--- src/rtl/wb_pkg.sv ---
// Shared types for the register-file write-port arbiter: request record,
// grant modes and the hard-wired zero register index.
package wb_pkg;

   localparam int WB_WIDTH  = 32;
   localparam int WB_ADDR_W = 5;

   localparam logic [4:0] REG_ZERO = 5'd0;

   typedef struct packed {
      logic [WB_ADDR_W-1:0] rd;
      logic [WB_WIDTH-1:0]  data;
   } wb_req_t;

   typedef enum logic [2:0] {
      GNT_IDLE,
      GNT_PIPE,
      GNT_DRAIN,
      GNT_BYPASS,
      GNT_FULL
   } wb_grant_e;

endpackage

--- src/rtl/wb_fifo.sv ---
// Small synchronous FIFO for late load returns; exposes per-entry valid and
// destination so the owner can build a pending-register mask.
module wb_fifo #(
   parameter int WIDTH  = 32,
   parameter int DEPTH  = 4,
   parameter int ADDR_W = 5
) (
   input  logic                        clk,
   input  logic                        rst_n,
   input  logic                        push,
   input  logic [ADDR_W-1:0]           push_rd,
   input  logic [WIDTH-1:0]            push_data,
   input  logic                        pop,
   output logic [ADDR_W-1:0]           head_rd,
   output logic [WIDTH-1:0]            head_data,
   output logic [$clog2(DEPTH+1)-1:0]  count,
   output logic [DEPTH-1:0]            entry_valid,
   output logic [DEPTH*ADDR_W-1:0]     entry_rd
);

   localparam int PTR_W = $clog2(DEPTH);
   localparam int CNT_W = $clog2(DEPTH+1);

   logic [ADDR_W-1:0] rd_mem   [DEPTH];
   logic [WIDTH-1:0]  data_mem [DEPTH];
   logic [DEPTH-1:0]  valid_q;
   logic [PTR_W-1:0]  wr_ptr;
   logic [PTR_W-1:0]  rd_ptr;
   logic [CNT_W-1:0]  count_q;
   logic              do_push;
   logic              do_pop;

   assign do_push = push && (count_q < CNT_W'(DEPTH));
   assign do_pop  = pop && (count_q != '0);

   // Pointers wrap naturally because DEPTH is a power of two.
   always_ff @(posedge clk) begin
      if (!rst_n) begin
         wr_ptr  <= '0;
         rd_ptr  <= '0;
         count_q <= '0;
         valid_q <= '0;
      end else begin
         if (do_push) begin
            wr_ptr          <= wr_ptr + PTR_W'(1);
            valid_q[wr_ptr] <= 1'b1;
         end
         if (do_pop) begin
            rd_ptr          <= rd_ptr + PTR_W'(1);
            valid_q[rd_ptr] <= 1'b0;
         end
         count_q <= count_q + CNT_W'(do_push) - CNT_W'(do_pop);
      end
   end

   always_ff @(posedge clk) begin
      if (do_push) begin
         rd_mem[wr_ptr]   <= push_rd;
         data_mem[wr_ptr] <= push_data;
      end
   end

   always_comb begin
      entry_rd = '0;
      for (int i = 0; i < DEPTH; i++) begin
         entry_rd[i*ADDR_W +: ADDR_W] = rd_mem[i];
      end
   end

   assign head_rd     = rd_mem[rd_ptr];
   assign head_data   = data_mem[rd_ptr];
   assign count       = count_q;
   assign entry_valid = valid_q;

endmodule

--- src/rtl/wb_port_arbiter.sv ---
// Shares the register-file write port between pipeline writeback and late
// load returns; late returns queue in wb_fifo and drain into free slots.
module wb_port_arbiter
   import wb_pkg::*;
#(
   parameter int WIDTH  = 32,
   parameter int DEPTH  = 4,
   parameter int ADDR_W = 5
) (
   input  logic              clk,
   input  logic              rst_n,
   input  logic              wb_valid,
   input  logic [ADDR_W-1:0] wb_rd,
   input  logic [WIDTH-1:0]  wb_result,
   input  logic              ld_valid,
   input  logic [ADDR_W-1:0] ld_rd,
   input  logic [WIDTH-1:0]  ld_data,
   output logic              ld_ready,
   output logic              pipe_stall,
   output logic              rf_we,
   output logic [ADDR_W-1:0] rf_waddr,
   output logic [WIDTH-1:0]  rf_wdata,
   output logic [31:0]       rd_pending
);

   localparam int CNT_W = $clog2(DEPTH+1);

   wb_grant_e             grant;
   logic [CNT_W-1:0]      count;
   logic [ADDR_W-1:0]     head_rd;
   logic [WIDTH-1:0]      head_data;
   logic [DEPTH-1:0]      entry_valid;
   logic [DEPTH*ADDR_W-1:0] entry_rd;
   logic                  full;
   logic                  empty;
   logic                  wb_live;
   logic                  ld_live;
   logic                  fifo_push;
   logic                  fifo_pop;

   assign full    = (count == CNT_W'(DEPTH));
   assign empty   = (count == '0);
   assign wb_live = wb_valid && (wb_rd != ADDR_W'(REG_ZERO));
   assign ld_live = ld_valid && (ld_rd != ADDR_W'(REG_ZERO));

   assign ld_ready   = !full;
   assign pipe_stall = wb_valid && full;

   // Priority order: a full queue must drain before anything else, otherwise
   // the in-order pipeline wins and queued returns fill idle slots.
   always_comb begin
      grant = GNT_IDLE;
      if (full) begin
         grant = GNT_FULL;
      end else if (wb_live) begin
         grant = GNT_PIPE;
      end else if (!empty) begin
         grant = GNT_DRAIN;
      end else if (ld_live) begin
         grant = GNT_BYPASS;
      end
   end

   assign fifo_pop  = (grant == GNT_FULL) || (grant == GNT_DRAIN);
   assign fifo_push = ld_live && ld_ready && (grant != GNT_BYPASS);

   wb_fifo #(
      .WIDTH  (WIDTH),
      .DEPTH  (DEPTH),
      .ADDR_W (ADDR_W)
   ) u_fifo (
      .clk         (clk),
      .rst_n       (rst_n),
      .push        (fifo_push),
      .push_rd     (ld_rd),
      .push_data   (ld_data),
      .pop         (fifo_pop),
      .head_rd     (head_rd),
      .head_data   (head_data),
      .count       (count),
      .entry_valid (entry_valid),
      .entry_rd    (entry_rd)
   );

   // Address and data hold their last value on idle cycles; only rf_we drops.
   always_ff @(posedge clk) begin
      if (!rst_n) begin
         rf_we    <= 1'b0;
         rf_waddr <= '0;
         rf_wdata <= '0;
      end else begin
         rf_we <= 1'b0;
         case (grant)
            GNT_PIPE: begin
               rf_we    <= 1'b1;
               rf_waddr <= wb_rd;
               rf_wdata <= wb_result;
            end
            GNT_FULL, GNT_DRAIN: begin
               rf_we    <= 1'b1;
               rf_waddr <= head_rd;
               rf_wdata <= head_data;
            end
            GNT_BYPASS: begin
               rf_we    <= 1'b1;
               rf_waddr <= ld_rd;
               rf_wdata <= ld_data;
            end
            default: begin
            end
         endcase
      end
   end

   always_comb begin
      rd_pending = '0;
      for (int i = 0; i < DEPTH; i++) begin
         if (entry_valid[i]) begin
            rd_pending = rd_pending | (32'(1) << entry_rd[i*ADDR_W +: ADDR_W]);
         end
      end
   end

endmodule
--- config.mk ---
export PLATFORM = sky130hd
export DESIGN_NAME = wb_port_arbiter
export DESIGN_NICKNAME = d
export VERILOG_FILES = /design/src/rtl/wb_pkg.sv /design/src/rtl/wb_fifo.sv /design/src/rtl/wb_port_arbiter.sv
export SDC_FILE = /design/constraint.sdc
export NUM_CORES = 1
export LEC_CHECK = 0
export CAP_MARGIN = 20
export CORE_MARGIN = 2
export CORE_UTILIZATION = 55
export DETAILED_ROUTE_END_ITERATION = 6
export HOLD_SLACK_MARGIN = 0.02
export PLACE_DENSITY_LB_ADDON = 0.15
export SYNTH_ARGS = -nofsm -noshare
export SYNTH_HDL_FRONTEND = slang
export SYNTH_SLANG_ARGS = --single-unit
--- constraint.sdc ---
create_clock -name clk -period 3.7 [get_ports clk]
set_input_delay 0.37 -clock clk [delete_from_list [all_inputs] [get_ports clk]]
set_output_delay 0.37 -clock clk [all_outputs]
set_load 0.03 [all_outputs]
==> results of run 1 <==
[flip-flops by register name (all words and copies together) (netlist names), named ones only]
signal / flops
u_fifo.data_mem: 128
rf_wdata: 32
u_fifo.rd_mem: 20
rf_waddr: 5
u_fifo.entry_valid: 4
u_fifo.count: 3
u_fifo.rd_ptr: 2
u_fifo.wr_ptr: 2
rf_we: 1
[path summary, 6_finish.rpt]
path                             from  slack (ns)                     end  cells after the start
setup / recovery  u_fifo.rd_mem[3][4]        0.54          rd_pending[17]                      5
hold / removal                  rst_n        0.41             rf_wdata[9]                      3
setup reg to reg      u_fifo.count[1]        1.09  u_fifo.data_mem[1][20]                      4
hold reg to reg      u_fifo.wr_ptr[1]        0.55        u_fifo.wr_ptr[1]                      2
[kinds of logic after synthesis]
| logic type | count (synthesis) | synth area share |
|---|---|---|
| compound gates | 214 | 0.194 |
| simple gates | 211 | 0.105 |
| flops | 199 | 0.561 |
| buf+inv | 74 | 0.0391 |
| mux | 37 | 0.0856 |
| fa+ha+maj | 10 | 0.0136 |
| xor+xnor | 2 | 0.00180 |
[layer usage]
layer	track usage	part of all wire	wire (µm)
met1	0.407	0.37	10900
met2	0.523	0.50	14700
met3	0.0726	0.099	2880
met4	0.119	0.027	797
met5	0	0	0
[tightest hold or removal path: stages]
cell and delay (ns):
sky130_fd_sc_hd__buf_2 0.28, sky130_fd_sc_hd__o41ai_2 0.10, sky130_fd_sc_hd__a31oi_1 0.04
[metrics by stage]
step,std cells,hold slack (ns)
after floorplan,747,0.469
after global placement,1074,0.504
after detailed placement,1074,0.518
after CTS,1106,0.391
after global routing,1106,0.393
final,1106,0.410
[final cells by class]
class,count,share of cell area
clock buffer,19,0.0388
sequential,199,0.457
inverter,9,0.00282
timing repair buffer,167,0.139
multi-input combinational,474,0.328
clock inverter,13,0.0110
tap,225,0.0235
[layout by cell type, fill, tap and decap left out, types with 3 or more instances in the layout]
master	count
sky130_fd_sc_hd__a211o_1	6
sky130_fd_sc_hd__a211oi_1	4
sky130_fd_sc_hd__a21oi_1	9
sky130_fd_sc_hd__a221o_1	4
sky130_fd_sc_hd__a22oi_1	6
sky130_fd_sc_hd__a2bb2oi_1	3
sky130_fd_sc_hd__a31oi_1	38
sky130_fd_sc_hd__a32oi_1	10
sky130_fd_sc_hd__a41oi_1	4
sky130_fd_sc_hd__and3_2	4
sky130_fd_sc_hd__buf_12	3
sky130_fd_sc_hd__buf_4	15
sky130_fd_sc_hd__clkbuf_16	18
sky130_fd_sc_hd__clkdlybuf4s50_1	148
sky130_fd_sc_hd__dfxtp_1	49
sky130_fd_sc_hd__edfxtp_1	148
sky130_fd_sc_hd__ha_1	9
sky130_fd_sc_hd__inv_1	7
sky130_fd_sc_hd__inv_6	4
sky130_fd_sc_hd__mux4_2	37
sky130_fd_sc_hd__nand2_1	70
sky130_fd_sc_hd__nand2b_1	13
sky130_fd_sc_hd__nand3_1	50
sky130_fd_sc_hd__nor2_1	31
sky130_fd_sc_hd__nor2b_1	12
sky130_fd_sc_hd__nor3_1	12
sky130_fd_sc_hd__o211ai_1	48
sky130_fd_sc_hd__o21ai_1	3
sky130_fd_sc_hd__o221ai_1	12
sky130_fd_sc_hd__o22ai_1	6
sky130_fd_sc_hd__o32a_1	4
sky130_fd_sc_hd__o41ai_1	6
sky130_fd_sc_hd__o41ai_2	31
sky130_fd_sc_hd__or2_2	3
[power by group through the flow]
stage	Clock [mW]	Combinational [mW]	Sequential (mW)
3_3_place_gp	0	2.63	3.07
4_1_cts	1.87	2.69	3.06
3_5_place_dp	0	2.66	3.10
2_1_floorplan	0	1.69	3.22
5_1_grt	1.96	2.87	3.09
6_report	1.86	2.70	3.06
==> run summary, run 1 <==
STATUS
------------------------------------------------------------------------------------------
Run status                                                                       completed

SYNTHESIS
------------------------------------------------------------------------------------------
Post-Syn Area                                                                     9740 µm²
Number of distinct library cells after synthesis                                        63
Number of warnings printed during yosys synthesis                                        0
Avg Cell Area, Syn                                                                13.0 µm²
Number of synthesized register bits                                                    199
Cell accounting for the most synthesized area                                 sky130_fd_sc_hd__edfxtp_1
Ranking of synthesized cells by area                                          sky130_fd_sc_hd__edfxtp_1, sky130_fd_sc_hd__dfxtp_1, sky130_fd_sc_hd__mux4_2
Post-Synthesis Net Count                                                               835
Number of synthesized flops with an enable pin                                         148
Fraction of the yosys area taken by sequential cells                                 0.561
Async set-reset flop share out of synthesis                                              0
Main synth FF type                                                            sky130_fd_sc_hd__edfxtp_1
Most frequently used cell type in the post-synthesis netlist                  sky130_fd_sc_hd__edfxtp_1
Most common library cells after synthesis                                     sky130_fd_sc_hd__edfxtp_1, sky130_fd_sc_hd__nand2_1, sky130_fd_sc_hd__dfxtp_1
Yosys top cell area share                                                            0.456
Count of mapped cells out of synthesis                                                 747

CLOCK TREE
------------------------------------------------------------------------------------------
Clock edge transition at the registers on the reported setup and hold paths        0.07 ns
CTS Buf Count                                                                           17
Clk Tree Root Cell                                                            sky130_fd_sc_hd__clkbuf_16
Clock Latency Late Sink                                                            0.43 ns
Number of buffers inserted by hold repair at cts                                         0
Post-CTS resize count                                                                    0
Setup fix buffers added after clock tree synthesis                                       0
CTS HTree Levels                                                                         4
# clock sinks                                                                          199
Number of buffers on the longest clock path                                              2
CTS tree                                                                               yes

PWR
------------------------------------------------------------------------------------------
Max rail drop VDD                                                               0.000438 V
Leakage power total                                                                3.79 nW
Power share of the combinational group                                               0.354
Internal power consumption                                                         4.85 mW
Fraction of power consumed by the clock network                                      0.243
Net switching fraction of the power                                                  0.363
PwrDens                                                                         637 nW/µm²
Power, Total                                                                       7.62 mW
NetSw                                                                              2.77 mW
Part of the total power dissipated in sequential elements                            0.402

PLACE
------------------------------------------------------------------------------------------
Worst setup slack after placement                                                 0.701 ns
Final weighted congestion in routability-driven placement                            0.951
Instance area after placement                                                    11400 µm²
Post-DP HPWL                                                                       19.6 mm
Port Buf Inserts                                                                       149

TIMING
------------------------------------------------------------------------------------------
Total count of max-transition violations in the final report                             0
Final setup vio count                                                                    0
Worst clock skew                                                                 0.0105 ns
Setup repair after global routing missed its margin                                  false
Worst Setup Slack, final                                                          0.538 ns
Worst slew pin tran                                                                1.08 ns
Final cycle utilization of the critical path                                         0.855
Accumulated negative setup slack                                                      0 ns
Worst relative slew slack                                                            0.278
Clock period minus final worst setup slack                                         3.16 ns
Top achievable clock speed                                                       0.316 GHz
Final hold viol count                                                                    0

CRITICAL PATH
------------------------------------------------------------------------------------------
CP delay by family, top                                                       buffers and inverters
Cell chain of the critical path                                               nand2_1 > nor3_1 > o2bb2a_1 > o211ai_1 > clkdlybuf4s50_1
Data required time of the critical path                                            3.33 ns
Critical Path Source Type                                                             flop
Type of destination of the critical path                                        output pin
Crit Path Class                                                               flop to output pin
Peak per-stage delay on the critical path                                          0.71 ns
Cell with the largest stage delay on the worst path                           sky130_fd_sc_hd__clkdlybuf4s50_1
Crit path buf inv count                                                                  1
Arrival time at the worst endpoint                                                 2.79 ns
Largest fanout of any net on the critical path                                          10

CELLS AND AREA
------------------------------------------------------------------------------------------
Fill cell total of the finished layout                                                1179
Sequential Area                                                                   5470 µm²
Layout overhead on the synthesized area                                              22.9%
Fraction of layout cells with a size suffix above 1                                  0.158
Share of the core filled with cells in the final layout                              0.692
Post-route cell area                                                             12000 µm²
Inserted Diodes                                                                          0
Net count of the finished layout                                                       956
Total area of multi-input combinational cells                                     3930 µm²

ROUTE
------------------------------------------------------------------------------------------
Number of DRC markers in iteration 0                                                   836
Routed WL                                                                          29.3 mm
Vias per cell                                                                         6.99
Post-route DRC violation count                                                           0
Number of iterations in the first detailed-routing pass                                  5
Post-detailed-route wirelength per cell                                            26.5 µm
Count of antenna-violating nets left after detailed routing                              0
Routed via count                                                                      7728

FLOORPLANNING
------------------------------------------------------------------------------------------
Die Wd                                                                              137 µm
Count of standard-cell rows                                                             48
Die outline area                                                                 18800 µm²
Die height                                                                          137 µm
Starting density of the core                                                         0.563
Top-Level Pins                                                                         150
Area inside the core boundary                                                    17300 µm²

GLOBAL ROUTE
------------------------------------------------------------------------------------------
Total congestion overflow after global routing                                           0
Global routing usage summed across all routing layers                                0.316
Global-route wire length before repair                                             43.5 mm
Number of antenna violations at the first check in global routing                        0
Vias in the first global route                                                        7420
Largest net degree at the start of global routing                                       45

JOB
------------------------------------------------------------------------------------------
Max cap viols                                                                            0

MIN PATH
------------------------------------------------------------------------------------------
Class of the most critical hold timing path                                   input pin to flop

(Power assumes the default switching activity.)
==> inputs of run 2 (changes only) <==
--- a/config.mk
+++ b/config.mk
@@ -10,6 +10,7 @@
 export CORE_UTILIZATION = 55
 export DETAILED_ROUTE_END_ITERATION = 6
 export HOLD_SLACK_MARGIN = 0.02
+export MAX_ROUTING_LAYER = met4
 export PLACE_DENSITY_LB_ADDON = 0.15
 export SYNTH_ARGS = -nofsm -noshare
 export SYNTH_HDL_FRONTEND = slang
==> run summary, run 2 (synthesis results as in run 1) <==
STATUS
------------------------------------------------------------------------------------------
Run status                                                                       completed

CELLS AND AREA
------------------------------------------------------------------------------------------
Fill cell total of the finished layout                                                1176   -0.25%
Layout overhead on the synthesized area                                              22.7%
Inserted Diodes                                                                          0   unchanged
Net count of the finished layout                                                       957   +0.10%
Regs by FF count                                                              u_fifo.data_mem: 128 flops, rf_wdata: 32 flops, u_fifo.rd_mem: 20 flops
Non-filler cells in the finished layout                                               1107   +0.090%
Largest Register                                                              u_fifo.data_mem
Most used cells in the layout excluding fill and tap cells                    sky130_fd_sc_hd__clkdlybuf4s50_1, sky130_fd_sc_hd__edfxtp_1, sky130_fd_sc_hd__nand2_1
Max reg flops                                                                          128   unchanged
Fraction of layout cells with a size suffix above 1                                  0.159   +0.000955

FLOORPLANNING
------------------------------------------------------------------------------------------
Count of standard-cell rows                                                             48   unchanged
Die outline area                                                                 18800 µm²   unchanged
Top-Level Pins                                                                         150   unchanged
Starting density of the core                                                         0.563   unchanged
Die height                                                                          137 µm   unchanged
Area inside the core boundary                                                    17300 µm²   unchanged
Die Wd                                                                              137 µm   unchanged

TIMING
------------------------------------------------------------------------------------------
Accumulated negative setup slack                                                      0 ns   unchanged
Total count of max-transition violations in the final report                             0   unchanged
Final cycle utilization of the critical path                                         0.866   +0.0115
Final setup vio count                                                                    0   unchanged
Worst relative slew slack                                                            0.254   -0.0236
Worst clock skew                                                                 0.0150 ns   +0.00453 ns
Setup repair after global routing missed its margin                                  false
Worst slew pin tran                                                                1.12 ns   +0.0380 ns
Final hold viol count                                                                    0   unchanged
Top achievable clock speed                                                       0.312 GHz   -1.3%
Clock period minus final worst setup slack                                         3.20 ns   +0.0427 ns
Worst Setup Slack, final                                                          0.495 ns   -0.0427 ns

CRITICAL PATH
------------------------------------------------------------------------------------------
Critical Path Source Type                                                             flop
Start of the worst register-to-register path                                  u_fifo.count[1]
Crit Path Class                                                               flop to output pin
Critical register-to-register path endpoint                                   u_fifo.data_mem[1][13]
Data required time of the critical path                                            3.33 ns   about the same
Cell with the largest stage delay on the worst path                           sky130_fd_sc_hd__clkdlybuf4s50_1
Peak per-stage delay on the critical path                                          0.70 ns   about the same
Cell chain of the critical path                                               nand2b_1 > nor3b_1 > a22oi_1 > o211ai_1 > clkdlybuf4s50_1
Largest fanout of any net on the critical path                                          10   unchanged
Type of destination of the critical path                                        output pin
Arrival time at the worst endpoint                                                 2.83 ns   +0.04 ns
Worst r2r path cells                                                                     4   unchanged
Register-to-register setup slack                                                   1.06 ns   -0.03 ns

ROUTE
------------------------------------------------------------------------------------------
Post-detailed-route wirelength per cell                                            26.0 µm   -1.9%
Routed WL                                                                          28.7 mm   -1.8%
Number of iterations in the first detailed-routing pass                                  7   +2
Vias per cell                                                                         6.90   -1.2%
Routed via count                                                                      7640   -1.1%
Count of antenna-violating nets left after detailed routing                              0   unchanged
Number of DRC markers in iteration 0                                                   836   unchanged
Post-route DRC violation count                                                           0   unchanged

PLACE
------------------------------------------------------------------------------------------
Final weighted congestion in routability-driven placement                            0.926   -2.6%
Worst setup slack after placement                                                 0.682 ns   -0.0196 ns
Port Buf Inserts                                                                       149   unchanged
Post-DP HPWL                                                                       19.4 mm   -1.3%
Number of placed instances with taps included                                         1075   +0.093%

PWR
------------------------------------------------------------------------------------------
NetSw                                                                              2.82 mW   +1.8%
Power share of the combinational group                                               0.352   -0.002
Internal power consumption                                                         4.75 mW   -2.1%
PwrDens                                                                         633 nW/µm²   -0.52%
Part of the total power dissipated in sequential elements                            0.409   +0.007
Leakage power total                                                                3.78 nW   -0.25%
Max rail drop VDD                                                               0.000474 V   +8.1%
Net switching fraction of the power                                                  0.372   +0.00921
Fraction of power consumed by the clock network                                      0.238   -0.005
Power, Total                                                                       7.57 mW   -0.71%

CLOCK TREE
------------------------------------------------------------------------------------------
CTS HTree Levels                                                                         4   unchanged
Post-CTS resize count                                                                    0   unchanged
Clk Tree Root Cell                                                            sky130_fd_sc_hd__clkbuf_16
Setup fix buffers added after clock tree synthesis                                       0   unchanged
Number of buffers on the longest clock path                                              2   unchanged
Clock edge transition at the registers on the reported setup and hold paths        0.08 ns   about the same
Number of buffers inserted by hold repair at cts                                         0   unchanged
CTS Buf Count                                                                           17   unchanged
# clock sinks                                                                          199   unchanged
Clock Latency Late Sink                                                            0.44 ns   about the same
CTS tree                                                                               yes

GLOBAL ROUTE
------------------------------------------------------------------------------------------
Number of antenna violations at the first check in global routing                        0   unchanged
Total congestion overflow after global routing                                           0   unchanged
Global-route wire length before repair                                             43.0 mm   -1.3%
Global routing usage summed across all routing layers                                0.321   +0.00473
Largest net degree at the start of global routing                                       52   +16%
Vias in the first global route                                                        7384   -0.49%

MIN PATH
------------------------------------------------------------------------------------------
Hold worst-path end                                                            rf_wdata[2]
Hold Path Depth                                                                          3   unchanged
Class of the most critical hold timing path                                   input pin to flop
Hold path start                                                                      rst_n

JOB
------------------------------------------------------------------------------------------
Max cap viols                                                                            0   unchanged

-- run 2: worst max-delay path: cells and delay by family (launching register included) --
kind	cells	cell delay, ns
AND/OR/NAND/NOR	2	0.84
buffers and inverters	1	0.70
flip-flops	1	0.55
AO/OA/AOI/OAI	2	0.32
-- run 2: worst max-delay path by stage --
| stage | slack [ns] | to | from | depth (start not counted) |
|---|---|---|---|---|
| 6_report | 0.50 | rd_pending[8] | u_fifo.rd_mem[3][4] | 5 |
| 5_1_grt | 0.34 | rd_pending[8] | u_fifo.rd_mem[3][4] | 5 |
| 4_1_cts | 0.55 | rd_pending[8] | u_fifo.rd_mem[3][4] | 5 |
| 3_5_place_dp | 0.68 | u_fifo.data_mem[1][18] | ld_rd[1] | 5 |
| 3_3_place_gp | 0.80 | u_fifo.data_mem[0][18] | wb_rd[0] | 5 |
| 2_1_floorplan | 1.31 | u_fifo.data_mem[0][0] | u_fifo.count[1] | 4 |
-- run 2: through the flow --
step / utilization / hold WS, ns / cell area, µm²
after floorplan: - / 0.469 / 9740
after CTS: 0.691 / 0.312 / 11900
after global routing: 0.691 / 0.319 / 11900
final: 0.691 / 0.325 / 11900
after detailed placement: 0.657 / 0.515 / 11400
after global placement: 0.657 / 0.510 / 11400
-- run 2: layer usage --
metal	routed length [µm]	vias up	global-route usage	share of wire
met4	845	0	0.131	0.029
met3	2450	70	0.0578	0.085
met5	0	-	-	0
met1	11100	3833	0.407	0.39
li1	-	3275	-	-
met2	14300	462	0.512	0.50
-- run 2: final cells by class --
| type | instances | area [µm²] | share of cell area |
|---|---|---|---|
| flip-flops and latches | 199 | 5470 | 0.458 |
| multi-input cells | 474 | 3930 | 0.329 |
| well taps | 225 | 282 | 0.0236 |
| clock inverters | 14 | 149 | 0.0125 |
| repair buffers | 168 | 1650 | 0.138 |
| inverters | 9 | 33.8 | 0.00283 |
| clock buffers | 18 | 429 | 0.0359 |
-- run 2: power groups by stage --
stage | logic [mW] | registers (mW) | clock network (mW)
3_5_place_dp | 2.64 | 3.14 | 0
2_1_floorplan | 1.69 | 3.22 | 0
3_3_place_gp | 2.57 | 3.12 | 0
4_1_cts | 2.66 | 3.10 | 1.81
6_report | 2.67 | 3.10 | 1.80
5_1_grt | 2.83 | 3.14 | 1.89
==> inputs of run 3 (changes only) <==
--- a/config.mk
+++ b/config.mk
@@ -12,6 +12,7 @@
 export HOLD_SLACK_MARGIN = 0.02
 export MAX_ROUTING_LAYER = met4
 export PLACE_DENSITY_LB_ADDON = 0.15
+export SKIP_CTS_REPAIR_TIMING = 1
 export SYNTH_ARGS = -nofsm -noshare
 export SYNTH_HDL_FRONTEND = slang
 export SYNTH_SLANG_ARGS = --single-unit
==> results of run 3 <==
Final layout, timing and power as in run 2 (identical DEF).
